File: src/rtl/intpol2_job_scheduler.sv
// rtl/intpol2_job_scheduler.sv - descriptor queue and start/done sequencer for the intpol2_D4 core
// Optional job statistics counters are enabled by defining INTPOL2_SCHED_STATS_EN.
module intpol2_job_scheduler #(
  parameter int CONFIG_WIDTH   = 32,
  parameter int DATAPATH_WIDTH = 12,
  parameter int QUEUE_DEPTH    = 4,
  parameter int TIMEOUT_WIDTH  = 16
) (
  input  logic                            clk,
  input  logic                            rstn,
  input  logic                            job_valid,
  output logic                            job_ready,
  input  logic                            job_bypass,
  input  logic                            job_mode,
  input  logic [DATAPATH_WIDTH-1:0]       job_ix,
  input  logic [DATAPATH_WIDTH-1:0]       job_ix2,
  input  logic [CONFIG_WIDTH-1:0]         job_len,
  input  logic [TIMEOUT_WIDTH-1:0]        to_limit,
  input  logic                            abort,
  output logic [4*CONFIG_WIDTH-1:0]       config_reg,
  output logic                            start,
  input  logic [7:0]                      status_reg,
  output logic                            job_done,
  output logic                            job_err,
  output logic [$clog2(QUEUE_DEPTH):0]    q_level,
  output logic                            idle
`ifdef INTPOL2_SCHED_STATS_EN
  ,
  output logic [15:0]                     jobs_ok,
  output logic [15:0]                     jobs_err
`endif
);

  localparam int AW = $clog2(QUEUE_DEPTH);
  localparam int DW = 2 + 2 * DATAPATH_WIDTH + CONFIG_WIDTH;
  localparam logic [AW:0]              FULL_LEVEL = (AW + 1)'(QUEUE_DEPTH);
  localparam logic [AW:0]              LVL_ONE    = (AW + 1)'(1);
  localparam logic [AW-1:0]            PTR_ONE    = AW'(1);
  localparam logic [TIMEOUT_WIDTH-1:0] TO_ONE     = TIMEOUT_WIDTH'(1);

  localparam logic [2:0] S_IDLE  = 3'd0;
  localparam logic [2:0] S_LOAD  = 3'd1;
  localparam logic [2:0] S_START = 3'd2;
  localparam logic [2:0] S_WAIT  = 3'd3;
  localparam logic [2:0] S_RUN   = 3'd4;
  localparam logic [2:0] S_DONE  = 3'd5;
  localparam logic [2:0] S_ERR   = 3'd6;

  logic [DW-1:0]              q_mem [QUEUE_DEPTH];
  logic [AW-1:0]              wr_ptr;
  logic [AW-1:0]              rd_ptr;
  logic [2:0]                 state;
  logic [TIMEOUT_WIDTH-1:0]   to_cnt;
  logic [DW-1:0]              head;
  logic [4*CONFIG_WIDTH-1:0]  head_cfg;
  logic                       push;
  logic                       pop;
  logic                       core_done;
  logic                       core_busy;
  logic                       to_hit;
  logic                       unused_status;

  assign job_ready = (q_level != FULL_LEVEL);
  assign push      = job_valid && job_ready && !abort;
  assign pop       = (state == S_IDLE) && (q_level != '0) && !abort;

  assign core_done     = status_reg[0];
  assign core_busy     = status_reg[1];
  assign unused_status = ^status_reg[7:2];

  assign to_hit = (to_limit != '0) && (to_cnt == to_limit - TO_ONE);

  // Descriptor layout in the queue: {len, ix2, ix, mode, bypass}.
  assign head     = q_mem[rd_ptr];
  assign head_cfg = {head[DW-1 -: CONFIG_WIDTH],
                     {(CONFIG_WIDTH - DATAPATH_WIDTH){1'b0}}, head[2+DATAPATH_WIDTH +: DATAPATH_WIDTH],
                     {(CONFIG_WIDTH - DATAPATH_WIDTH){1'b0}}, head[2 +: DATAPATH_WIDTH],
                     {(CONFIG_WIDTH - 2){1'b0}}, head[1:0]};

  assign start    = (state == S_START);
  assign job_done = (state == S_DONE);
  assign job_err  = (state == S_ERR);
  assign idle     = (state == S_IDLE) && (q_level == '0);

  always_ff @(posedge clk) begin
    if (push) begin
      q_mem[wr_ptr] <= {job_len, job_ix2, job_ix, job_mode, job_bypass};
    end
  end

  always_ff @(posedge clk) begin
    if (!rstn) begin
      wr_ptr     <= '0;
      rd_ptr     <= '0;
      q_level    <= '0;
      state      <= S_IDLE;
      to_cnt     <= '0;
      config_reg <= '0;
    end else if (abort) begin
      // Flush only; config_reg keeps the last loaded job for debug visibility.
      wr_ptr  <= '0;
      rd_ptr  <= '0;
      q_level <= '0;
      state   <= S_IDLE;
    end else begin
      if (push) wr_ptr <= wr_ptr + PTR_ONE;
      if (pop)  rd_ptr <= rd_ptr + PTR_ONE;
      case ({push, pop})
        2'b10:   q_level <= q_level + LVL_ONE;
        2'b01:   q_level <= q_level - LVL_ONE;
        default: q_level <= q_level;
      endcase

      // config_reg is captured on entry to LOAD so it is settled a full cycle before start.
      case (state)
        S_IDLE: begin
          if (q_level != '0) begin
            config_reg <= head_cfg;
            state      <= S_LOAD;
          end
        end
        S_LOAD:  state <= S_START;
        S_START: begin
          to_cnt <= '0;
          state  <= S_WAIT;
        end
        S_WAIT: begin
          to_cnt <= to_cnt + TO_ONE;
          if (core_done)      state <= S_DONE;
          else if (to_hit)    state <= S_ERR;
          else if (core_busy) state <= S_RUN;
        end
        S_RUN: begin
          to_cnt <= to_cnt + TO_ONE;
          if (core_done)      state <= S_DONE;
          else if (to_hit)    state <= S_ERR;
        end
        S_DONE:  state <= S_IDLE;
        S_ERR:   state <= S_IDLE;
        default: state <= S_IDLE;
      endcase
    end
  end

`ifdef INTPOL2_SCHED_STATS_EN
  always_ff @(posedge clk) begin
    if (!rstn) begin
      jobs_ok  <= '0;
      jobs_err <= '0;
    end else begin
      if (job_done && jobs_ok != 16'hFFFF)  jobs_ok  <= jobs_ok + 16'd1;
      if (job_err && jobs_err != 16'hFFFF)  jobs_err <= jobs_err + 16'd1;
    end
  end
`endif

endmodule
File: config.mk
export PLATFORM = sky130hd
export DESIGN_NAME = intpol2_job_scheduler
export DESIGN_NICKNAME = d
export VERILOG_FILES = /design/src/rtl/intpol2_job_scheduler.sv
export SDC_FILE = /design/constraint.sdc
export NUM_CORES = 1
export LEC_CHECK = 0
export ABC_AREA = 1
export CAP_MARGIN = 30
export CORE_AREA = 4 4 160 162
export CTS_CLUSTER_DIAMETER = 40
export CTS_CLUSTER_SIZE = 25
export DETAILED_ROUTE_END_ITERATION = 12
export DIE_AREA = 0 0 164 166
export PLACE_DENSITY_LB_ADDON = 0.25
export SLEW_MARGIN = 15
export SYNTH_ARGS = -nofsm -noshare
export SYNTH_HDL_FRONTEND = slang
export SYNTH_SLANG_ARGS = --single-unit
File: constraint.sdc
create_clock -name clk -period 12.5 [get_ports clk]
set_clock_uncertainty 0.15 [all_clocks]
set_input_delay 3.75 -clock clk [delete_from_list [all_inputs] [get_ports clk]]
set_output_delay 3.75 -clock clk [all_outputs]
set_load 0.02 [all_outputs]
==> results_dict.tcl <==
set metrics [dict create \
    status "completed" \
    crit_slowest_cell "buf_4" \
    register_area_mm2 0.00865 \
    grt_pass1_wl_mm 43.8 \
    post_cts_buffers 0 \
    worstSetupStartpointType "input port" \
    routed_wl_mm 27.8 \
    pin_count 222 \
    critical_path.endpoint_type "register" \
    fmax_ghz 0.164 \
    cts_tree "done" \
    synth.area.top_cells "edfxtp_1 53%, dfxtp_1 13%, nor2_1 8.2%" \
    tightest_slew_ns 0.970 \
    io_buffers 145 \
    place.gp.congestion 0.837 \
    drc_errors 0 \
    ant_nets 0 \
    syn_to_final_growth_pct 20.7 \
    finalPower_uw 2310 \
    largest_reg_flops 232 \
    async_flop_share 0 \
    hold_class "reg -> reg" \
    via_per_inst 5.21 \
    ir_drop_uv 137 \
    detail_route.wl_per_cell_um 16.2 \
    whs_path_depth 1 \
    synthCells 1228 \
    slowest_delay_ns 0.65 \
    grt_max_degree 75 \
    synth_common_cells "286 x nor2_1, 232 x edfxtp_1, 191 x o21ai_0" \
    slew_violations 0 \
    synth_cell_types 39 \
    hold-worst-slack_ns 0.342 \
    clk_latency_ns 0.51 \
    hold_viol_final 0 \
    setup_viol 0 \
    crit_chain "clkdlybuf4s50_1, inv_1, nand3_1, nor2_4, buf_4" \
    setup_ws_ns 6.42 \
    yosys_register_bits 316 \
    path_class "in -> reg" \
    num_rows 57 \
    ys.flop_type "edfxtp_1" \
    timing.slew.headroom 0.354 \
    period_needed_ns 6.08 \
    n_fill_cell 1810 \
    netlist.area_leader.share 0.532 \
    clock_path_buffers 3 \
    yosys_warnings 0 \
    final_area_mm2 0.0158 \
    first_iter_violations 558 \
    fin_tns_setup_ns 0 \
    n_antenna_cell 0 \
    dpl.hpwl_mm 15.8 \
    cp.required_ns 12.49 \
    initial_utilization 0.543 \
    yosysMostFrequentCell "nor2_1" \
    post-route-period-util 0.486 \
    power.leakage_uw 0.00569 \
    cts_root_buf "clkbuf_16" \
    track_usage 0.200 \
    layout-drive-gt1-share 0.0833 \
    syn_area_mm2 0.0131 \
    grt_antenna_before_repair 1 \
    cts.sinks 316 \
    dp_slack_ns 5.90 \
    firstDrtPassIters 6 \
    core-area_mm2 0.0241 \
    yosysTopAreaCell "edfxtp_1" \
    multi_input_area_mm2 0.00376 \
    arrival_ns 6.07 \
    clkTransAtPathRegs_ns 0.06 \
    die_area_mm2 0.0272 \
    grt_pass1_vias 8705 \
    die_x_um 164 \
    overflow 0 \
    p_per_area_mw_per_mm2 146 \
    ctsResizeCount 0 \
    syn_avg_cell_area_um2 10.7 \
    die_h_um 166 \
    final_nets 1459 \
    worstPathMaxFanout 45 \
    cts_made_buffers 36 \
    rsz0062_at_grt "no" \
    drv_cap 0 \
    htreeDepth 2 \
    synth_edf_count 232 \
    cts_hold_buf 0 \
    placed_area_mm2 0.0146 \
    synth.yosys.seq_area_share 0.660 \
    via_count 8947 \
    reg2regPathDepth 5 \
]
## through the flow
stage,util,instances
2_1_floorplan,-,1297
3_5_place_dp,0.607,1651
5_1_grt,0.656,1717
3_3_place_gp,0.605,1649
4_1_cts,0.656,1717
6_report,0.656,1717
## area by class of cell
class | instances | share of cell area
Clock buffer | 38 | 0.0588
Clock inverter | 28 | 0.0162
Inverter | 63 | 0.0150
Multi-Input combinational cell | 791 | 0.238
Sequential cell | 316 | 0.547
Tap cell | 324 | 0.0256
Timing Repair Buffer | 157 | 0.0993
## logic make-up (layout without fill, tap and decap cells)
family,count (synthesis),after routing,share of synthesized area
other,1,70,0.000286
AO/OA/AOI/OAI,278,278,0.113
flip-flops,316,316,0.660
adder cells (fa/ha/maj),8,8,0.00821
XOR/XNOR,11,11,0.00735
buffers and inverters,190,286,0.0755
AND/OR/NAND/NOR,424,424,0.135
## metal layers
layer,global-route usage,wire length (um)
met1,0.250,11300
met2,0.346,13900
met3,0.0449,1880
met4,0.0624,703
met5,0,13
## report_power, final
group	switching [uW]	internal [uW]
Clock	444	565
Combinational	89.9	54.7
Sequential	9.29	1150
Total	543	1770
## worst max-delay path, delay by kind of cell
kind | cells | cell delay, ns
AND/OR/NAND/NOR | 2 | 0.98
buffers and inverters | 3 | 1.30
## path summary, 6_finish.rpt
check,from,endpoint,slack (ns)
worst max register to register,q_level[1]$_SDFFE_PP0P_,q_mem[2][1]$_DFFE_PP_,9.68
worst min-delay path,to_cnt[15]$_SDFFE_PN0P_,to_cnt[15]$_SDFFE_PN0P_,0.34
worst max-delay path,abort,q_mem[2][1]$_DFFE_PP_,6.42
worst min register to register,to_cnt[15]$_SDFFE_PN0P_,to_cnt[15]$_SDFFE_PN0P_,0.34
## placed cells by master (no fill, tap or decap), drive strengths merged
| master | Yosys | layout |
|---|---|---|
| a211oi | 1 | 1 |
| a21oi | 18 | 18 |
| a31oi | 60 | 60 |
| and3 | 1 | 1 |
| buf | 91 | 13 |
| clkbuf | 36 | 38 |
| clkdlybuf4s50 | 0 | 144 |
| clkinv | 1 | 14 |
| clkinvlp | 0 | 6 |
| conb | 1 | 70 |
| dfxtp | 84 | 84 |
| edfxtp | 232 | 232 |
| fa | 1 | 1 |
| ha | 7 | 7 |
| inv | 62 | 71 |
| nand2 | 81 | 81 |
| nand3 | 30 | 30 |
| nand3b | 1 | 1 |
| nand4 | 1 | 1 |
| nor2 | 294 | 294 |
| nor3 | 11 | 11 |
| nor4 | 2 | 2 |
| o21a | 2 | 2 |
| o21ai | 195 | 195 |
| o221a | 1 | 1 |
| o31ai | 1 | 1 |
| or2 | 3 | 3 |
| xnor2 | 1 | 1 |
| xor2 | 10 | 10 |
Note: power is estimated with default switching activity, not from simulation.
==> edit: new RTL, config.mk and constraints unchanged <==
Set the parameter `DATAPATH_WIDTH` to 14 (it was 12).
--- a/src/rtl/intpol2_job_scheduler.sv
+++ b/src/rtl/intpol2_job_scheduler.sv
@@ -4,3 +4,3 @@
   parameter int CONFIG_WIDTH   = 32,
-  parameter int DATAPATH_WIDTH = 12,
+  parameter int DATAPATH_WIDTH = 14,
   parameter int QUEUE_DEPTH    = 4,
Ports: changed (resized job_ix and job_ix2); port bits go from 222 to 226. No check against the original RTL was run, so the function may have changed too.
==> edit against the original RTL <==
  * Hold slack worse by 0.0045 ns
  * Worst setup slack gained 0.078 ns
  * Power increased by 9.9%
  * Clock power is 14% higher
  * Synthesized area grew 5.4%
  * Routed wire length increased by 5.1%
  * Largest cell class unchanged
  * Utilization is 4.1 points higher
  * Sequential cell count increased by 20
  * Final area grew 6.2%
==> edit: results (changes against the original RTL) <==
- First-pass GRT wire length: 45,600 um (+4.2%)
- Starting DRT DRC Count: 735 (+32%)
- Status: complete, no violations
- GPL Wtd Cong: 0.903 (+7.9%)
- Final #Nets: 1,529 (+4.8%)
- Number of flip-flops in the largest register: 248 (+6.9%)
- Worst path arrival time: 2.10 ns (-3.97 ns)
- CP delay by family, top: buffers and inverters
- First-pass DRT Iterations: 5 (-1)
- Fill cell count: 1,717 (-5.1%)
- IO buf count: 153 (+5.5%)
- Synth cell count leaders: 307 x nor2_1, 248 x edfxtp_1, 137 x o21ai_0, 88 x dfxtp_1, 80 x nand2_1
- Hold crit path type: reg2reg
- CTS clock-pin slew for the worst setup and hold paths: 0.05 ns
- Largest net degree at the start of global routing: 87 (+16%)
- Seq/Total Area, Yosys: 66.7% (+0.69 points)
- Mux contribution to synthesized area: 0% (unchanged)
- Async SR Flop Fraction: 0% (unchanged)
- Yosys cell types: 39 (unchanged)
- Synth Warn #: 0 (unchanged)
- Latest clock arrival within the worst-skew pair: roughly 0.52 ns
- Worst-margin pin slew: 0.979 ns (+0.00958 ns)
- EDFF count, synth: 248 (+6.9%)
- Synth Area in Adders: 0.780% (-0.042 points)
- Tot GR Track Use: 20.9% (+0.86 points)
- TritonCTS Buffers: 39 (+8.3%)
- Lkg Pwr: 6.05 nW (+6.3%)
- Clk buf depth: 3 (unchanged)
- Compound-gate portion of the synthesized area: 11.2% (-0.11 points)
- Top_reg_cell synth: edfxtp_1
- XOR/XNOR Fraction of Synth Area: 0.761% (+0.026 points)
- Max stage delay on crit path: 0.60 ns (-0.05 ns)
- Via-per-instance ratio: 5.28 (+1.4%)
- Root Buffer: clkbuf_16
- Crit-path max FO: 4 (-91%)
- H-tree Lvls: 2 (unchanged)
- Postcts setup bufs: 0 (unchanged)
- Initial antenna violation count: 4 (+3)
- Largest cells by area after synthesis: edfxtp_1 54%, dfxtp_1 13%, nor2_1 8.3%, o21ai_0 5.0%, buf_4 3.6%
- Post-place setup slack: 6.01 ns (+0.103 ns)
- Share of post-route cells with drive strength above 1: 8.08% (-0.25 points)
- VDD IR max: 0.000128 V (-6.3%)
- Dpl hpwl: 16,200 um (+2.6%)
- DR WL/cell: 16.4 um (+1.0%)
- Post_cts resized: 0 (unchanged)
- Vias in the first global route: 9,096 (+4.5%)
- Slowest CP cell: clkdlybuf4s50_1
[edit: cell count changes after synthesis, moves of 5 or more]
cell	change
nand4_1	+5
xnor2_1	+5
nand2_1	+9
o21ai_0	-54
o21ai_1	+61
inv_2	+5
nand3_1	-5
nor2_1	+21
clkbuf_1	+10
edfxtp_1	+16
[edit: worst paths after layout]
| path | from | endpoint | slack (ns) | cells past startpoint |
|---|---|---|---|---|
| setup / recovery | q_level[2] | idle | 6.50 | 4 |
| hold / removal | to_cnt[15] | to_cnt[15] | 0.34 | 1 |
| setup reg to reg | state[0] | q_level[2] | 9.60 | 13 |
| hold reg to reg | to_cnt[15] | to_cnt[15] | 0.34 | 1 |
[edit: area by class of cell]
class                   count  share of cell area [%]
diodes                      1                  0.0149
multi-input cells         823                    23.2
repair buffers            167                    10.0
inverters                  64                    1.44
flip-flops and latches    336                    54.9
clock buffers              52                    6.59
clock inverters            19                    1.44
well taps                 324                    2.41
[edit: report_power, final]
group	switching, mW	internal, mW
Clock	0.438	0.715
Combinational	0.0943	0.0596
Sequential	0.0107	1.22
Total	0.543	2.00
[edit: cell families after synthesis]
group	Yosys count
AOI/OAI and AO/OA	290
xor gates and xnor gates	12
adders and majority gates	8
buffers and inverters	191
DFF	336
other	1
and+or+nand+nor	447
[edit: worst reg2reg max path: cells and delay by family, from the launching register on]
kind / cells / cell delay, ns
AO/OA/AOI/OAI: 4 / 0.46
adder cells (fa/ha/maj): 2 / 0.67
buffers and inverters: 4 / 0.80
flip-flops: 1 / 0.34
AND/OR/NAND/NOR: 3 / 0.37
[edit: metal layers]
layer / part of all wire [%] / track usage (%) / up-vias
met5: 0.14 / 0 / -
met4: 2.5 / 7.44 / 6
met3: 7.7 / 5.31 / 55
met2: 50 / 36.5 / 303
met1: 40 / 24.9 / 4446
li1: - / - / 4629
[edit: metrics by stage]
| stage | util [%] | hold WS (ns) | instance area [um2] | power [mW] | std cells |
|---|---|---|---|---|---|
| finish | 69.7 | 0.338 | 16800 | 2.54 | 1786 |
| global route | 69.7 | 0.392 | 16800 | 2.62 | 1786 |
| CTS | 69.3 | 0.337 | 16700 | 2.56 | 1782 |
| detailed placement | 63.7 | 0.324 | 15400 | 1.41 | 1711 |
| global placement | 63.7 | 0.320 | 15400 | 1.40 | 1711 |
| floorplan | - | 0.296 | 14000 | 1.35 | 1350 |
